**src/rtl/core_pkg.sv**
```systemverilog
// core_pkg: shared fetch-front-end types and width constants
package core_pkg;
  localparam int XLEN = 32;
  localparam int IMM_W = 16;
  localparam int JIDX_W = 26;
  localparam logic [XLEN-1:0] DEFAULT_RESET_PC = 32'h0000_0000;
  typedef enum logic [2:0] {IDLE, REQ, WAIT, HOLD, DROP} fetch_state_t;
endpackage

```
**src/rtl/next_pc_calc.sv**
```systemverilog
// next_pc_calc: sequential, branch and jump target computation with jump-over-branch priority
module next_pc_calc
  import core_pkg::*;
(
  input  logic [XLEN-1:0]   pc,
  input  logic              br_taken,
  input  logic [IMM_W-1:0]  br_imm,
  input  logic [XLEN-1:0]   br_pc,
  input  logic              jmp_taken,
  input  logic [JIDX_W-1:0] jmp_index,
  input  logic [XLEN-1:0]   jmp_pc,
  output logic [XLEN-1:0]   pc_plus4,
  output logic              redirect,
  output logic [XLEN-1:0]   target
);
  logic [XLEN-1:0] br_target;
  logic [3:0] jmp_region;
  assign pc_plus4 = pc + XLEN'(4);
  assign br_target = br_pc + XLEN'(4) + {{(XLEN-IMM_W-2){br_imm[IMM_W-1]}}, br_imm, 2'b00};
  assign jmp_region = 4'((jmp_pc + XLEN'(4)) >> (XLEN-4));
  assign redirect = br_taken | jmp_taken;
  assign target = jmp_taken ? {jmp_region, jmp_index, 2'b00} : br_target;
endmodule

```
**src/rtl/fetch_unit.sv**
```systemverilog
// fetch_unit: PC owner issuing instruction reads and handing words to decode, with redirect flush
module fetch_unit
  import core_pkg::*;
#(
  parameter logic [XLEN-1:0] RESET_PC = DEFAULT_RESET_PC
) (
  input  logic              clk,
  input  logic              rst,
  output logic              imem_req,
  output logic [XLEN-1:0]   imem_addr,
  input  logic              imem_ready,
  input  logic              imem_rvalid,
  input  logic [XLEN-1:0]   imem_rdata,
  output logic              if_valid,
  output logic [XLEN-1:0]   if_inst,
  output logic [XLEN-1:0]   if_pc,
  output logic [XLEN-1:0]   if_pc_plus4,
  input  logic              if_ready,
  input  logic              br_taken,
  input  logic [IMM_W-1:0]  br_imm,
  input  logic [XLEN-1:0]   br_pc,
  input  logic              jmp_taken,
  input  logic [JIDX_W-1:0] jmp_index,
  input  logic [XLEN-1:0]   jmp_pc
);
  fetch_state_t state;
  logic [XLEN-1:0] pc, pc_plus4, target;
  logic redirect;
  next_pc_calc u_next_pc (
    .pc(pc),
    .br_taken(br_taken),
    .br_imm(br_imm),
    .br_pc(br_pc),
    .jmp_taken(jmp_taken),
    .jmp_index(jmp_index),
    .jmp_pc(jmp_pc),
    .pc_plus4(pc_plus4),
    .redirect(redirect),
    .target(target)
  );
  assign imem_req = state == REQ;
  assign imem_addr = pc;
  assign if_valid = state == HOLD;
  always_ff @(posedge clk) begin
    if (rst) begin
      state <= IDLE;
      pc <= RESET_PC;
      if_inst <= '0;
      if_pc <= '0;
      if_pc_plus4 <= '0;
    end else begin
      if (redirect) pc <= target;
      case (state)
        IDLE: state <= REQ;
        REQ: if (imem_ready) state <= redirect ? DROP : WAIT;
        WAIT: begin
          if (imem_rvalid) state <= redirect ? REQ : HOLD;
          else if (redirect) state <= DROP;
          if (imem_rvalid && !redirect) begin
            if_inst <= imem_rdata;
            if_pc <= pc;
            if_pc_plus4 <= pc_plus4;
          end
        end
        HOLD: begin
          if (redirect || if_ready) state <= REQ;
          if (!redirect && if_ready) pc <= pc_plus4;
        end
        DROP: if (imem_rvalid) state <= REQ;
        default: state <= IDLE;
      endcase
    end
  end
endmodule

```
**config.mk**
```make
export PLATFORM = sky130hd
export DESIGN_NAME = fetch_unit
export DESIGN_NICKNAME = d
export VERILOG_FILES = /design/src/rtl/core_pkg.sv /design/src/rtl/next_pc_calc.sv /design/src/rtl/fetch_unit.sv
export SDC_FILE = /design/constraint.sdc
export NUM_CORES = 1
export LEC_CHECK = 0
export ABC_AREA = 1
export CAP_MARGIN = 5
export CORE_UTILIZATION = 35
export CTS_BUF_LIST = sky130_fd_sc_hd__clkbuf_8
export DETAILED_ROUTE_END_ITERATION = 6
export PLACE_DENSITY_LB_ADDON = 0.15
export SETUP_SLACK_MARGIN = 0.3
export SLEW_MARGIN = 10
export SYNTH_ARGS = -nofsm -noshare
export SYNTH_HDL_FRONTEND = slang
export SYNTH_SLANG_ARGS = --single-unit
```
**constraint.sdc**
```tcl
create_clock -name clk -period 3.4 [get_ports clk]
set_clock_uncertainty 0.05 [all_clocks]
set_input_delay 1.02 -clock clk [delete_from_list [all_inputs] [get_ports clk]]
set_output_delay 1.02 -clock clk [all_outputs]
set_load 0.02 [all_outputs]
```
After elaboration in Yosys (flattened, before gate mapping). Index checks and enable logic that the tools add are counted.

Bits in latches: 0. Memory bits (read-only): 0. Word-level logic and storage cells: 37. Input bits: 145. Bits in writable memories: 0. Memories: 0. Bits in registers: 131. Output and inout port bits: 130.

Mux-type cells: 12. $mul: 0. $add $sub $neg: 4. Reduce and logical (&&, ||, !) cells: 7. Div/mod/pow operators: 0. Bitwise gates (word level): 1. Order comparisons: 0. Shift operators: 0. Equality and inequality tests: 8.

Operators by type and width (count): 2-to-1 mux 32 bit (4); adder 32 x 3 -> 32 bit (second input constant) (3); adder 32 bit (1); 2-to-1 mux 3 bit (6); one-hot mux 3 bit (5 select lines) (1); equality test 3 x 2 -> 1 bit (second input constant) (2); != test 2 x 1 -> 1 bit (second input constant) (2); AND reduction 4 bit (1); equality test 3 x 1 -> 1 bit (second input constant) (1); equality test 3 bit (second input constant) (1); zero test 3 bit (1); != test 3 bit (second input constant) (1); logical AND 1 bit (2); 2-to-1 mux 2 bit (1); != test 2 bit (second input constant) (1); AND reduction 2 bit (1); zero test 1 bit (1); logical OR 1 bit (1); bitwise OR 1 bit (1).

Logic depth before layout (Yosys ltp).
Depth after elaboration: 6. Gate-level depth with buffers: 16. Mapped depth without buffers: 16.

Hierarchy. A second synthesis with hierarchy kept.

Cells, all modules: 1386. Area, all modules: 8795.9 µm².

Modules (own cells, without submodules): fetch_unit (area each 4922.2 µm², cells each 632, times used 1); next_pc_calc (area each 3873.7 µm², cells each 754, times used 1).

Worst setup path before layout. OpenSTA, ideal clock, no wires.

Path type: input-to-reg. Start point: input port br_imm[1]. End point: register pc[31], in the netlist imem_addr[31]. Arrival time: 2770 ps. Setup slack: 516 ps. Cell stages on the path: 14. Buffers on the path: 0. Cell sequence: ha_1 > ha_1 > fa_1 > nand3_1 > nand3_1 > nand3_1 > nand3b_1 > nand2_1 > nand2_1 > nand2_1 > nand3_1 > nand2_1 > nand2_1 > nor2_1.

Longest elaborated chain between the ends: 5.

Ends and longest elaborated chain: start: declaration (RTL line fetch_unit.sv:20) `input logic [IMM_W-1:0] br_imm,`; adder 32 bit * (RTL line next_pc_calc.sv:19) `assign br_target = br_pc + XLEN'(4) + {{(XLEN-IMM_W-2){br_imm[IMM_W-1]}}, br_imm, 2'b00};`; 2-to-1 mux 32 bit * (RTL line next_pc_calc.sv:22) `assign target = jmp_taken ? {jmp_region, jmp_index, 2'b00} : br_target;`; 2-to-1 mux 32 bit * (RTL line fetch_unit.sv:52) `if (redirect) pc <= target;`; 2-to-1 mux 32 bit (RTL line fetch_unit.sv:67) `if (!redirect && if_ready) pc <= pc_plus4;`; 2-to-1 mux 32 bit * (RTL line fetch_unit.sv:53) `case (state)`; end signal: assignment (RTL line fetch_unit.sv:52); end signal: assignment (RTL line fetch_unit.sv:67); end: declaration (RTL line fetch_unit.sv:27) `logic [XLEN-1:0] pc, pc_plus4, target;`.

Every way passes the cells marked *; elsewhere a longest branch is shown, timed or not. A chain may end at the register's enable or synchronous reset.

Worst setup path after layout.
Start point: input port br_imm[9]. End point: register pc[20], in the netlist imem_addr[20].

Same word-level chain as after synthesis.

==> flow_metrics.tcl <==
set metrics [dict create \
    status "finished, final reports clean" \
    relSlewSlack_pct 60.09 \
    synth_area_per_cell_um2 6.358 \
    worstPathRequired_ns 3.68 \
    min_to "if_pc[3]" \
    min_path_cells 2 \
    hold_slack_ns 0.4134 \
    die_y_um 160.2 \
    synthMuxAreaShare_pct 0 \
    vias_per_cell 4.840 \
    die_w_um 160.2 \
    regToRegEndpoint "imem_addr[18]" \
    p_leak_nw 5.673 \
    antenna_found_initial 0 \
    tns_ns 0 \
    synthFlopType "dfxtp_1" \
    p_per_area_nw_per_um2 332.3 \
    final_core_util_pct 52.78 \
    min_from "if_pc[3]" \
    ys_ff_latch 129 \
    overflow 0 \
    timing.fmax_ghz 0.3349 \
    numCtsBuffers 17 \
    mostFrequentLayoutCell "nand2_1" \
    num_rows 57 \
    worstSetupEndpointType "flop" \
    grt_max_degree 72 \
    clockPowerShare_pct 31.2 \
    postRouteAntennaNets 0 \
    antenna_cells 0 \
    cts.sinks 129 \
    syn_area_um2 8755 \
    drt_first_pass_iters 5 \
    maxCapViolations 0 \
    insertion_delay_ns 0.44 \
    wl_per_cell_um 14.80 \
    cts_tree "built" \
    synth-compound-area-share_pct 14.41 \
    grt_pass1_vias 8798 \
    dp_hpwl_um 23810 \
    worst_pin_slew_ns 0.5987 \
    rsz0062_at_grt "false" \
    final-hold-violation-count 0 \
    synth_edf_count 0 \
    cts.htree.levels 4 \
    yosys.area_share.simple_pct 34.83 \
    fin_crit_sh_pct 87.83 \
    clk_pin_slew_ns 0.08 \
    p_switching_mw 1.426 \
    start_util_pct 35.89 \
    gp_congestion 0.9515 \
    synth_fa_ha_area_share_pct 8.518 \
    pwr-share-comb_pct 30.5 \
    routed_wl_um 29850 \
    yosys_warnings 0 \
    postSynth.asyncResetShare_pct 0 \
    yosysSeqAreaShare_pct 29.50 \
    grt_pass1_wl_um 46480 \
    cts_buffer_depth 2 \
    fin_nets 1885 \
    syn_nets 1581 \
    dieArea_um2 25650 \
    cts.root.buffer_cell "clkbuf_8" \
    syn2layout_area_growth_pct 47.05 \
    holdCritPathClass "reg2reg" \
    dr_total_vias 9763 \
    critPathMaxFanout 4 \
    ff2ff_setup_slack_ns 1.22 \
    core_area_um2 24390 \
    track_usage_pct 22.85 \
    switching_share_pct 33.33 \
    drc 0 \
    num_io_pins 275 \
    r2r_cells 9 \
    rr_startpoint "imem_addr[2]" \
    portBuffers 272 \
    intPower_mw 2.852 \
    final_cell_mix "nand2_1 (341), clkdlybuf4s50_1 (271), nor2_1 (205)" \
    syn_inst 1377 \
    synth_top_family_by_area "simple AND/OR/NAND/NOR gates" \
    drtIter0Drc 688 \
    cp-start-kind "input pin" \
    slew_viol_final 0 \
    yosysUniqueCellTypes 43 \
    arrival_ns 3.27 \
    drive_above_1_share_pct 10.45 \
    n_fill_cell 2452 \
    min_period_ns 2.986 \
    synth_xor_area_share_pct 2.701 \
    setup_viol 0 \
    crit_type "in2reg" \
    total_power_mw 4.278 \
    pwr-share-seq_pct 38.3 \
    ir_drop_mv 0.1905 \
]
-- registers in the layout (all words and copies together), names as in the netlist --
| name | cells |
|---|---|
| imem_addr | 32 |
| if_pc_plus4 | 30 |
| state | 3 |
| if_inst | 32 |
| if_pc | 32 |
-- Yosys cell counts (2+ instances only) --
cell,n,area (um2)
nand2_1,343,1287
nor2_1,216,810.8
inv_1,153,574.3
dfxtp_1,129,2582
a21oi_1,92,460.4
nand3_1,87,435.4
o21ai_0,72,360.4
ha_1,58,725.7
clkbuf_1,26,97.59
xor2_1,26,227.7
nand4_1,20,125.1
o211ai_1,20,150.1
a211oi_1,19,142.6
nor3_1,17,85.08
buf_2,14,70.07
inv_2,11,41.29
nand3b_1,7,52.55
nor3_2,7,70.07
buf_4,6,45.04
a31oi_1,5,31.28
nor2_2,5,31.28
nor2_4,5,56.30
buf_1,4,15.01
o21bai_1,4,30.03
a21o_1,3,22.52
o21ai_1,3,15.01
a21oi_2,2,17.52
a22oi_1,2,15.01
buf_6,2,22.52
clkbuf_2,2,10.01
nand2_2,2,12.51
nand3_2,2,20.02
or2_1,2,12.51
or2_2,2,12.51
-- worst max-delay path by stage --
stage,start,endpoint,cells past startpoint
finish,br_imm[9],imem_addr[20],13
global route,br_imm[14],imem_addr[20],13
CTS,br_imm[15],imem_addr[20],14
detailed placement,br_imm[15],imem_addr[20],14
global placement,br_imm[15],imem_addr[20],14
floorplan,br_imm[1],imem_addr[31],14
-- area by class of cell --
cell class	instances	area (um2)	share of cell area [%]
multi-input combinational	1029	5545	43.08
timing repair buffer	339	3321	25.79
sequential	129	2582	20.06
inverter	165	619.3	4.811
tap	324	405.4	3.149
clock buffer	18	247.7	1.924
clock inverter	13	152.6	1.186
-- power groups by stage --
stage               logic, mW  registers [mW]  clock network (mW)
floorplan               0.593            1.69                   0
global placement         1.21            1.67                   0
detailed placement       1.22            1.67                   0
CTS                      1.23            1.63                1.37
global route             1.44            1.64                1.44
finish                   1.30            1.64                1.34
-- critical path: stages --
cell and delay [ns]:
clkdlybuf4s50_1 0.41, ha_1 0.30, ha_1 0.35, nand2_1 0.11, nor2_2 0.16, nand3_1 0.09
nand3_1 0.20, nand2_1 0.10, nand3_1 0.08, nand2_1 0.06, o21ai_2 0.19, buf_4 0.13
a21oi_1 0.05
-- stage by stage --
| stage | area, um2 | setup slack (ns) | instances |
|---|---|---|---|
| 5_1_grt | 12870 | 0.2987 | 2017 |
| 2_1_floorplan | 8755 | 0.5164 | 1377 |
| 3_3_place_gp | 12190 | -0.3510 | 1984 |
| 4_1_cts | 12600 | 0.2860 | 2015 |
| 6_report | 12870 | 0.4139 | 2017 |
| 3_5_place_dp | 12190 | -0.3556 | 1984 |
-- cells by family after synthesis --
| logic type | count (synthesis) |
|---|---|
| flip-flops | 129 |
| buffers and inverters | 219 |
| AO/OA/AOI/OAI | 224 |
| XOR/XNOR | 27 |
| AND/OR/NAND/NOR | 719 |
| adder cells (fa/ha/maj) | 59 |
-- metal layers --
layer	part of all wire, %	wire length, um	GRT usage [%]
met4	2.3	699	7.489
met1	48	14430	31.96
met2	45	13350	36.05
met5	0	0	0
met3	4.6	1372	3.013
-- what timing repair did --
action	in CTS	in global routing
cloned	0	1
hold buffers	0	0
pin swaps	0	8
buffers inserted	0	1
setup endpoints to repair	2	17
resized for setup	4	41
Power figures use the tool's default switching activity.
